--- config.mk ---
export PLATFORM = sky130hd
export DESIGN_NAME = draw_cmd_encoder
export DESIGN_NICKNAME = d
export VERILOG_FILES = /design/src/rtl/draw_cmd_pkg.sv /design/src/rtl/draw_cmd_check.sv /design/src/rtl/draw_cmd_encoder.sv
export SDC_FILE = /design/constraint.sdc
export NUM_CORES = 1
export LEC_CHECK = 0
export CAP_MARGIN = 20
export CORE_ASPECT_RATIO = 0.8
export CORE_MARGIN = 10
export CORE_UTILIZATION = 50
export CTS_BUF_LIST = sky130_fd_sc_hd__clkbuf_2 sky130_fd_sc_hd__clkbuf_4 sky130_fd_sc_hd__clkbuf_8
export DETAILED_ROUTE_END_ITERATION = 12
export PLACE_DENSITY_LB_ADDON = 0.25
export SKIP_LAST_GASP = 1
export SYNTH_ARGS = -nofsm -noshare
export SYNTH_HDL_FRONTEND = slang
export SYNTH_SLANG_ARGS = --single-unit
--- constraint.sdc ---
create_clock -name clk -period 2.8 [get_ports clk]
set_input_delay 0.7 -clock clk [delete_from_list [all_inputs] [get_ports clk]]
set_output_delay 0.7 -clock clk [all_outputs]
set_load 0.05 [all_outputs]
--- src/rtl/draw_cmd_pkg.sv ---
// Shared definitions for the draw-command encoder: FIFO opcodes, request
// type enum, field widths and the latched request payload.
package draw_cmd_pkg;

  localparam int unsigned FF_DATA_WIDTH = 32;
  localparam int unsigned OPC_WIDTH     = 4;
  localparam int unsigned REQ_OP_WIDTH  = 2;
  localparam int unsigned X_WIDTH       = 10;
  localparam int unsigned Y_WIDTH       = 9;
  localparam int unsigned SX_WIDTH      = 5;
  localparam int unsigned SY_WIDTH      = 5;
  localparam int unsigned COLOR_WIDTH   = 8;
  localparam int unsigned CODE_WIDTH    = 8;
  localparam int unsigned SIZE_WIDTH    = 4;
  localparam int unsigned CNT_WIDTH     = 16;

  // Opcodes as decoded by the draw dispatcher (word bits [31:28])
  localparam logic [OPC_WIDTH-1:0] OP_SPIXEL = 4'h0;
  localparam logic [OPC_WIDTH-1:0] OP_SRECT  = 4'h1;
  localparam logic [OPC_WIDTH-1:0] OP_PRECT  = 4'h9;
  localparam logic [OPC_WIDTH-1:0] OP_CHAR   = 4'hA;

  typedef enum logic [REQ_OP_WIDTH-1:0] {
    REQ_SPIXEL = 2'd0,
    REQ_SRECT  = 2'd1,
    REQ_PRECT  = 2'd2,
    REQ_CHAR   = 2'd3
  } req_op_e;

  // Request fields held while the command is written out
  typedef struct packed {
    req_op_e                op;
    logic [X_WIDTH-1:0]     x0;
    logic [Y_WIDTH-1:0]     y0;
    logic [X_WIDTH-1:0]     x1;
    logic [Y_WIDTH-1:0]     y1;
    logic [COLOR_WIDTH-1:0] color;
    logic [COLOR_WIDTH-1:0] bg;
    logic [CODE_WIDTH-1:0]  code;
    logic [SIZE_WIDTH-1:0]  size;
  } draw_req_t;

  // PRECT and CHAR occupy two FIFO words
  function automatic logic is_two_beat(req_op_e op);
    return (op == REQ_PRECT) || (op == REQ_CHAR);
  endfunction

endpackage

--- src/rtl/draw_cmd_check.sv ---
// Combinational range validator for one draw request.
// Ports: op (request type), x0/y0/x1/y1 (full-width coordinates),
//        ok_c (1 = request is within range and correctly ordered).
module draw_cmd_check
  import draw_cmd_pkg::*;
#(
  parameter int unsigned H_LOGIC_MAX = 31,
  parameter int unsigned V_LOGIC_MAX = 23,
  parameter int unsigned H_PHY_MAX   = 639,
  parameter int unsigned V_PHY_MAX   = 479
) (
  input  req_op_e            op,
  input  logic [X_WIDTH-1:0] x0,
  input  logic [Y_WIDTH-1:0] y0,
  input  logic [X_WIDTH-1:0] x1,
  input  logic [Y_WIDTH-1:0] y1,
  output logic               ok_c
);

  localparam logic [X_WIDTH-1:0] XL_MAX = X_WIDTH'(H_LOGIC_MAX);
  localparam logic [Y_WIDTH-1:0] YL_MAX = Y_WIDTH'(V_LOGIC_MAX);
  localparam logic [X_WIDTH-1:0] XP_MAX = X_WIDTH'(H_PHY_MAX);
  localparam logic [Y_WIDTH-1:0] YP_MAX = Y_WIDTH'(V_PHY_MAX);

  logic ordered;

  // Full-width compares: nonzero upper bits on superpixel ops fail too
  always_comb begin
    ok_c    = 1'b0;
    ordered = (x0 <= x1) && (y0 <= y1);
    case (op)
      REQ_SPIXEL: ok_c = (x0 <= XL_MAX) && (y0 <= YL_MAX);
      REQ_SRECT:  ok_c = (x0 <= XL_MAX) && (y0 <= YL_MAX) &&
                         (x1 <= XL_MAX) && (y1 <= YL_MAX) && ordered;
      REQ_PRECT:  ok_c = (x0 <= XP_MAX) && (y0 <= YP_MAX) &&
                         (x1 <= XP_MAX) && (y1 <= YP_MAX) && ordered;
      REQ_CHAR:   ok_c = (x0 <= XP_MAX) && (y0 <= YP_MAX);
      default:    ok_c = 1'b0;
    endcase
  end

endmodule

--- src/rtl/draw_cmd_encoder.sv ---
// Producer side of the 32-bit draw-command FIFO: accepts one request per
// valid/ready handshake, range-checks it and writes one or two FIFO words.
// Ports: clk, rst_n (async active-low); req_* request handshake and fields;
//        ff_full/ff_wren/ff_wdat FIFO write side; busy (not idle),
//        err (one-cycle reject pulse), cmd_cnt (accepted command count).
// ff_wren and req_rdy are decoded from the state register and ff_full so
// a full FIFO is honoured in the same cycle.
module draw_cmd_encoder
  import draw_cmd_pkg::*;
#(
  parameter int unsigned H_LOGIC_MAX = 31,
  parameter int unsigned V_LOGIC_MAX = 23,
  parameter int unsigned H_PHY_MAX   = 639,
  parameter int unsigned V_PHY_MAX   = 479
) (
  input  logic                     clk,
  input  logic                     rst_n,
  input  logic                     req_vld,
  output logic                     req_rdy,
  input  logic [REQ_OP_WIDTH-1:0]  req_op,
  input  logic [X_WIDTH-1:0]       req_x0,
  input  logic [Y_WIDTH-1:0]       req_y0,
  input  logic [X_WIDTH-1:0]       req_x1,
  input  logic [Y_WIDTH-1:0]       req_y1,
  input  logic [COLOR_WIDTH-1:0]   req_color,
  input  logic [COLOR_WIDTH-1:0]   req_bg,
  input  logic [CODE_WIDTH-1:0]    req_code,
  input  logic [SIZE_WIDTH-1:0]    req_size,
  input  logic                     ff_full,
  output logic                     ff_wren,
  output logic [FF_DATA_WIDTH-1:0] ff_wdat,
  output logic                     busy,
  output logic                     err,
  output logic [CNT_WIDTH-1:0]     cmd_cnt
);

  typedef enum logic [1:0] {
    ST_IDLE  = 2'd0,
    ST_BEAT0 = 2'd1,
    ST_BEAT1 = 2'd2
  } state_e;

  state_e    state;
  state_e    state_nxt;
  draw_req_t hold;
  req_op_e   op_in;
  logic      ok_c;
  logic      last_beat;
  logic      req_acc;
  logic      load;

  assign op_in = req_op_e'(req_op);

  draw_cmd_check #(
    .H_LOGIC_MAX (H_LOGIC_MAX),
    .V_LOGIC_MAX (V_LOGIC_MAX),
    .H_PHY_MAX   (H_PHY_MAX),
    .V_PHY_MAX   (V_PHY_MAX)
  ) u_check (
    .op   (op_in),
    .x0   (req_x0),
    .y0   (req_y0),
    .x1   (req_x1),
    .y1   (req_y1),
    .ok_c (ok_c)
  );

  // State register
  always_ff @(posedge clk or negedge rst_n) begin
    if (!rst_n) state <= ST_IDLE;
    else        state <= state_nxt;
  end

  // Next state, handshake and write strobe
  always_comb begin
    state_nxt = state;
    req_rdy   = 1'b0;
    ff_wren   = 1'b0;
    last_beat = 1'b0;
    req_acc   = 1'b0;
    load      = 1'b0;

    case (state)
      ST_IDLE: begin
        req_rdy = 1'b1;
      end
      ST_BEAT0: begin
        ff_wren   = ~ff_full;
        last_beat = ~is_two_beat(hold.op);
        req_rdy   = last_beat & ~ff_full;
      end
      ST_BEAT1: begin
        ff_wren   = ~ff_full;
        last_beat = 1'b1;
        req_rdy   = ~ff_full;
      end
      default: ;
    endcase

    req_acc = req_vld & req_rdy;
    load    = req_acc & ok_c;

    case (state)
      ST_IDLE: begin
        if (load) state_nxt = ST_BEAT0;
      end
      ST_BEAT0: begin
        if (ff_wren) begin
          if (!last_beat) state_nxt = ST_BEAT1;
          else if (load)  state_nxt = ST_BEAT0;
          else            state_nxt = ST_IDLE;
        end
      end
      ST_BEAT1: begin
        if (ff_wren) state_nxt = load ? ST_BEAT0 : ST_IDLE;
      end
      default: state_nxt = ST_IDLE;
    endcase
  end

  // Hold register, status flags and accepted-command counter
  always_ff @(posedge clk or negedge rst_n) begin
    if (!rst_n) begin
      hold    <= '0;
      err     <= 1'b0;
      busy    <= 1'b0;
      cmd_cnt <= '0;
    end else begin
      err  <= req_acc & ~ok_c;
      busy <= (state_nxt != ST_IDLE);
      if (load) begin
        hold.op    <= op_in;
        hold.x0    <= req_x0;
        hold.y0    <= req_y0;
        hold.x1    <= req_x1;
        hold.y1    <= req_y1;
        hold.color <= req_color;
        hold.bg    <= req_bg;
        hold.code  <= req_code;
        hold.size  <= req_size;
        cmd_cnt    <= cmd_cnt + CNT_WIDTH'(1);
      end
    end
  end

  // FIFO word formatting from the held request
  always_comb begin
    ff_wdat = '0;
    case (state)
      ST_BEAT0: begin
        case (hold.op)
          REQ_SPIXEL: ff_wdat = {OP_SPIXEL, hold.x0[SX_WIDTH-1:0],
                                 hold.y0[SY_WIDTH-1:0], hold.color, 10'b0};
          REQ_SRECT:  ff_wdat = {OP_SRECT, hold.x0[SX_WIDTH-1:0],
                                 hold.y0[SY_WIDTH-1:0], hold.x1[SX_WIDTH-1:0],
                                 hold.y1[SY_WIDTH-1:0], hold.color};
          REQ_PRECT:  ff_wdat = {OP_PRECT, hold.x0, hold.y0, hold.color, 1'b0};
          REQ_CHAR:   ff_wdat = {OP_CHAR, hold.x0, hold.y0, hold.code, 1'b0};
          default:    ff_wdat = '0;
        endcase
      end
      ST_BEAT1: begin
        case (hold.op)
          REQ_PRECT: ff_wdat = {OP_PRECT, hold.x1, hold.y1, hold.color, 1'b1};
          REQ_CHAR:  ff_wdat = {OP_CHAR, hold.color, hold.bg, hold.size,
                                7'b0, 1'b1};
          default:   ff_wdat = '0;
        endcase
      end
      default: ff_wdat = '0;
    endcase
  end

endmodule
==> impl_results.md, run 1 <==
* Layout Cells excl Fill at 868
* Hold Crit Class: primary input to asynchronous set/reset pin
* Final worst-path setup slack at -0.144 ns
* Static leakage at 3.76 nW
* Core Footprint at 10400 um2
* Period utilisation layout at 105%
* Fmax at 340 MHz
* Drt drc at 0
* Largest area contributor in the synthesized netlist: dfrtp_1
* Initial Util at 51.7%
* Hold Vio Cnt, Final at 0
* Cell area after synthesis at 5360 um2
* Wire length per cell at 25.3 um
* # Max-Cap Violations at 0
* NumNets Final at 828
* GRT overflow at 0
* Failing checks: negative setup slack
* First-pass iteration count of the detailed router at 7
* Die area at 15300 um2
* Most frequent cell after synthesis: dfrtp_1
* Slew Viols, Final at 0
* Drt initial violations at 688
* Synth top area cells: dfrtp_1 41%, mux2_4 8.4%, ha_1 7.7%
* CTS tree: built
* Hold Buf Count CTS at 0
* Initial antenna violation count at 0
* Worst slew margin relative to its limit at 59.8%
* DR vias at 5533
* Post-synthesis average cell area at 10.3 um2
* Synthesized Nets at 626
* Port bufs at 122
* RSZ-0062 raised after global routing: true
* Min cycle time layout at 2.94 ns
* Die width at 136 um
* Worst-path maximum fanout at 11
* Async SR Flop Fraction at 100%
* Max Clock Skew at 0.0214 ns
* Outcome: finished, violations left
* Clock Tree Buf Depth at 2
* First-pass GRT wire length at 32.5 mm
* Power Dens Cells at 990 nW/um2
* R2r endpoint: cmd_cnt[6]
* CP endpoint kind: primary output
* Final setup fails at 41
* Final core utilization at 83.4%
* CP required at 2.10 ns
* Part of the Yosys area used for sequential elements at 41.1%
* Netlist cell types at 54
* Placer Congestion at 0.942
* Synth warnings at 0
* Worst slack, placed at -0.649 ns
* Synth Instances at 521
* Post-DP HPWL at 13.3 mm
* Reg-to-reg setup timing slack at -0.04 ns
* Total chip power at 8.55 mW
* Clk Latency, worst-skew pair at 0.38 ns
* Row count at 33
* Drt total wl at 21.9 mm
* Worst Reg-to-Reg Cells at 13
* Startpoint types: flip-flop
* Die height at 113 um
* Largest net degree at the start of global routing at 47
* Layout area overhead at 61.1%
* Crit path DAT at 2.24 ns
* Top Ports at 124
* Worst slew pin tran at 0.601 ns
* Clock sink count at 88
* ANT cells at 0
* Clock-pin slew on the worst setup and hold paths at 0.09 ns
* Predominant post-synthesis flop cell: dfrtp_1
* Htree depth at 3
* Inserted Clock Buffers at 9
* Hold_ws at 0.326 ns
* Number of global-route vias before repair at 5673
* Share of the synthesized area in the top cell type at 41.1%
* EDFF count, synth at 0
* Via-to-Cell Ratio at 6.37
* Synth Register Bits at 88
* # placed instances at 821
* Antenna viol nets, final at 0
* Ratio of cells with drive above 1 in the final layout at 40.1%
* R2R Path Start: hold[66]
* Peak supply drop at 0.447 mV
* Critical path class: flip-flop to primary output
* Most instantiated cells after synthesis: 88 x dfrtp_1, 46 x a22oi_1, 40 x nand2_1, 37 x o21ai_0, 33 x ha_1
* Clock Tree Root: clkbuf_8
* GRT Util Overall at 26.9%
power by group:
part / switching, mW / total [mW] / internal [mW]
Sequential: 0.662 / 2.48 / 1.82
Combinational: 2.52 / 4.87 / 2.35
Clock: 0.478 / 1.20 / 0.718
Total: 3.66 / 8.55 / 4.89
cells by family (layout without fill, tap and decap cells):
group                      count (synthesis)  in the layout  synth area share, %
DFF                                       88             88                 41.1
muxes                                     48             48                 12.2
buffers and inverters                     63            268                 5.30
adders and majority gates                 33             33                 7.70
other                                      1              1               0.0699
AOI/OAI and AO/OA                        143            144                 18.6
xor gates and xnor gates                  15             15                 2.45
and+or+nand+nor                          130            131                 12.6
cells in the final DEF, fill, tap and decap left out, drive strengths merged, types with 6 or more instances in the layout:
master and instances:
buf 133, nand3 6, xnor2 14, inv 29
clkbuf 13, o22a 10, nand4 13, a22oi 46
dfrtp 88, ha 33, clkdlybuf4s50 55, mux2 48
a21oi 15, a22o 10, o21ai 39, dlygate4sd2 27
nor2b 32, nand2 40, and3 7, nor2 13
what timing repair did:
| item | in CTS | in global routing |
|---|---|---|
| setup endpoints to repair | 111 | 104 |
| cloned | 8 | 0 |
| pin swaps | 27 | 12 |
| buffers inserted | 18 | 6 |
| resized for setup | 104 | 43 |
registers in the layout, indices dropped and copies added, names as in the netlist:
register	cells
busy	1
state	2
err	1
cmd_cnt	16
hold	68
layout make-up:
class                           count  area, um2
Clock inverter                      5        128
Inverter                           30        113
Clock buffer                       11        145
Fill cell                         510       1730
Tap cell                          140        175
Timing Repair Buffer              222       2510
Sequential cell                    88       2200
Multi-Input combinational cell    372       3370
worst max-delay path by stage:
stage | endpoint | start | slack, ns
global route | ff_wdat[13] | hold[66] | -0.21
CTS | ff_wdat[25] | hold[67] | -0.02
global placement | hold[2] | req_x1[7] | -0.53
detailed placement | hold[53] | req_x1[5] | -0.65
finish | ff_wdat[13] | hold[66] | -0.14
floorplan | ff_wdat[19] | hold[67] | 0.03
worst max-delay path: stages, from the launching register on:
cell	delay, ns
dfrtp_1	0.42
inv_2	0.11
ha_4	0.18
or2_4	0.25
buf_8	0.15
a22oi_1	0.16
o21ai_1	0.10
a21oi_1	0.25
nor2b_2	0.09
buf_12	0.15
layer usage:
metal / vias up / share of wire [%] / GRT usage, %
met5: - / 0 / 0
met4: 0 / 4.1 / 9.60
met3: 103 / 10 / 6.64
met2: 444 / 49 / 45.4
met1: 2686 / 37 / 32.5
li1: 2300 / - / -
stage by stage:
step                area, um2  setup TNS, ns
floorplan                5430              0
global placement         7560         -37.46
detailed placement       7560         -46.53
CTS                      8430        -0.0489
global route             8640          -7.79
finish                   8640          -2.89
Power figures use the tool's default switching activity.
==> run 2: changes to the inputs <==
--- a/config.mk
+++ b/config.mk
@@ -16,3 +16,4 @@
 export SYNTH_ARGS = -nofsm -noshare
 export SYNTH_HDL_FRONTEND = slang
 export SYNTH_SLANG_ARGS = --single-unit
+export TNS_END_PERCENT = 30
==> run 2 against run 1 <==
The run still ends with negative setup slack left; fmax shrank 1.3%; hold slack worse by 0.040 ns; global-route usage down 2.5 points; core utilization down 1.5 points; final area is 1.8% lower; sequential power about the same; largest cell class unchanged; highest routed layer unchanged.
==> impl_results.md, run 2 (synthesized netlist as in run 1, its figures left out) <==
* Commonest non-fill, non-tap cell in the layout: dfrtp_1
* CP required at 2.10 ns
* Drt initial violations at 593
* Failing checks: negative setup slack
* Via-to-Cell Ratio at 6.18
* RSZ-0062 raised after global routing: true
* Inserted Clock Buffers at 9
* Static leakage at 3.73 nW
* Top flop regs: hold: 68 flops, cmd_cnt: 16 flops, state: 2 flops
* Initial antenna violation count at 1
* Hold_ws at 0.286 ns
* Largest net degree at the start of global routing at 51
* Clock Tree Root: clkbuf_8
* CP delay by family, top: buffers and inverters
* WL met2 at 9.50 mm
* Most frequent CP cell: buf_4
* Metal3 WL at 2.00 mm
* Final setup fails at 33
* Drt total wl at 20.3 mm
* WP buf/inv at 5
* Clock Tree Buf Depth at 2
* CP endpoint kind: primary output
* Met1 wire length at 8.03 mm
* Outcome: finished, violations left
* Final worst-path setup slack at -0.183 ns
* Top Ports at 124
* Crit path cell chain: inv_2 > ha_4 > buf_4 > buf_4 > buf_4 > a22oi_1 > nor2_1 > a21oi_1 > nor2b_1 > buf_12
* Die area at 15300 um2
* CTS tree: built
* Layout area overhead at 58.2%
* Clock-pin slew on the worst setup and hold paths at 0.10 ns
* Startpoint types: flip-flop
* Fmax at 335 MHz
* Max layer used: met4
* Worst slew margin relative to its limit at 64.5%
* Wire length per cell at 23.5 um
* GRT Util Overall at 24.5%
* Hold Vio Cnt, Final at 0
* Post-DP HPWL at 13.7 mm
* Area after DPL at 7550 um2
* Biggest register: hold
* Number of global-route vias before repair at 5407
* Max reg flops at 68
* NumNets Final at 822
* Slew Viols, Final at 0
* Antenna viol nets, final at 0
* Crit path DAT at 2.28 ns
* # placed instances at 821
* First-pass GRT wire length at 29.8 mm
* Setup TNS at -2.82 ns
* Core Footprint at 10400 um2
* Biggest cell delay along the critical path at 0.45 ns
* Period utilisation layout at 107%
* Multi-input logic area at 3350 um2
* Register area at 2200 um2
* Placer Congestion at 0.930
* DR vias at 5334
* First-pass iteration count of the detailed router at 6
* # Max-Cap Violations at 0
* Hold Crit Class: primary input to asynchronous set/reset pin
* Peak supply drop at 0.468 mV
* Power Dens Cells at 949 nW/um2
* Design area at 8480 um2
* Min cycle time layout at 2.98 ns
* Worst slew pin tran at 0.532 ns
* Worst Reg-to-Reg Cells at 14
* Die height at 113 um
* Worst-path maximum fanout at 7
* Clock sink count at 88
* Slowest stage cell on the critical path: dfrtp_1
* Initial Util at 51.7%
* Die width at 136 um
* Layout Cells excl Fill at 863
* Max Clock Skew at 0.0158 ns
* Critical path class: flip-flop to primary output
* Fill count at 567
* Most frequent cells in the layout: 87 x dfrtp_1, 77 x buf_4, 53 x clkdlybuf4s50_1, 41 x buf_12, 40 x nand2_1
* Drt drc at 0
* Htree depth at 3
* Port bufs at 122
* Clk Latency, worst-skew pair at 0.39 ns
* GRT overflow at 0
* Critical path depth at 10
* Row count at 33
* Ratio of cells with drive above 1 in the final layout at 40.0%
-- run 2: changes by cell type in the layout (fill, tap and decap cells not counted), sizes merged --
cell           delta
clkbuf            +6
nor2b             -1
bufinv            -4
dlygate4sd2       -9
clkdlybuf4s50     -2
buf               -6
o21ai             -1
dlymetal6s2s      +6
inv               +2
diode             +1
clkinv            +2
clkinvlp          +1
-- run 2: metal layers --
metal	GRT usage (%)	vias up
met4	9.81	0
met1	31.0	2604
met2	39.1	357
met3	5.93	82
li1	-	2291
met5	0	-
-- run 2: final timing paths --
path                       slack, ns         from     endpoint
max in group asynchronous       1.86        rst_n   cmd_cnt[3]
min in group clk                0.50  cmd_cnt[10]  cmd_cnt[10]
min                             0.29        rst_n     hold[10]
min reg2reg                     0.50  cmd_cnt[10]  cmd_cnt[10]
max reg2reg                    -0.04     hold[66]  cmd_cnt[15]
max                            -0.18     hold[66]  ff_wdat[15]
-- run 2: final cells by class --
type,count,area share (%)
multi-input combinational,370,39.5
tap,140,2.07
inverter,30,1.33
antenna,1,0.0295
sequential,88,26.0
clock inverter,6,0.590
timing repair buffer,218,28.8
clock buffer,10,1.62
-- run 2: timing repair --
item / CTS / global route
hold buffers: 0 / 0
gates cloned: 2 / 4
setup endpoints to repair: 114 / 118
resized for setup: 111 / 54
pin swaps: 24 / 21
buffers inserted: 13 / 6
-- run 2: through the flow --
stage	worst slack (ns)	power, mW	util (%)
2_1_floorplan	-0.215	4.71	-
3_3_place_gp	-0.557	6.24	72.9
3_5_place_dp	-0.676	6.39	72.9
4_1_cts	-0.0806	7.63	78.9
5_1_grt	-0.209	8.40	81.8
6_report	-0.183	8.05	81.8
-- run 2: report_power, final --
group | leakage (nW) | switching, mW | internal (mW)
Combinational | 2.55 | 2.37 | 2.34
Clock | 0.0895 | 0.496 | 0.355
Sequential | 1.09 | 0.672 | 1.82
-- run 2: worst reg2reg max path: cells and delay by family, from the launching register on --
kind	cells	cell delay [ns]
buf+inv	6	0.77
compound gates	4	0.61
simple gates	2	0.57
flops	1	0.45
fa+ha+maj	1	0.17
xor+xnor	1	0.14
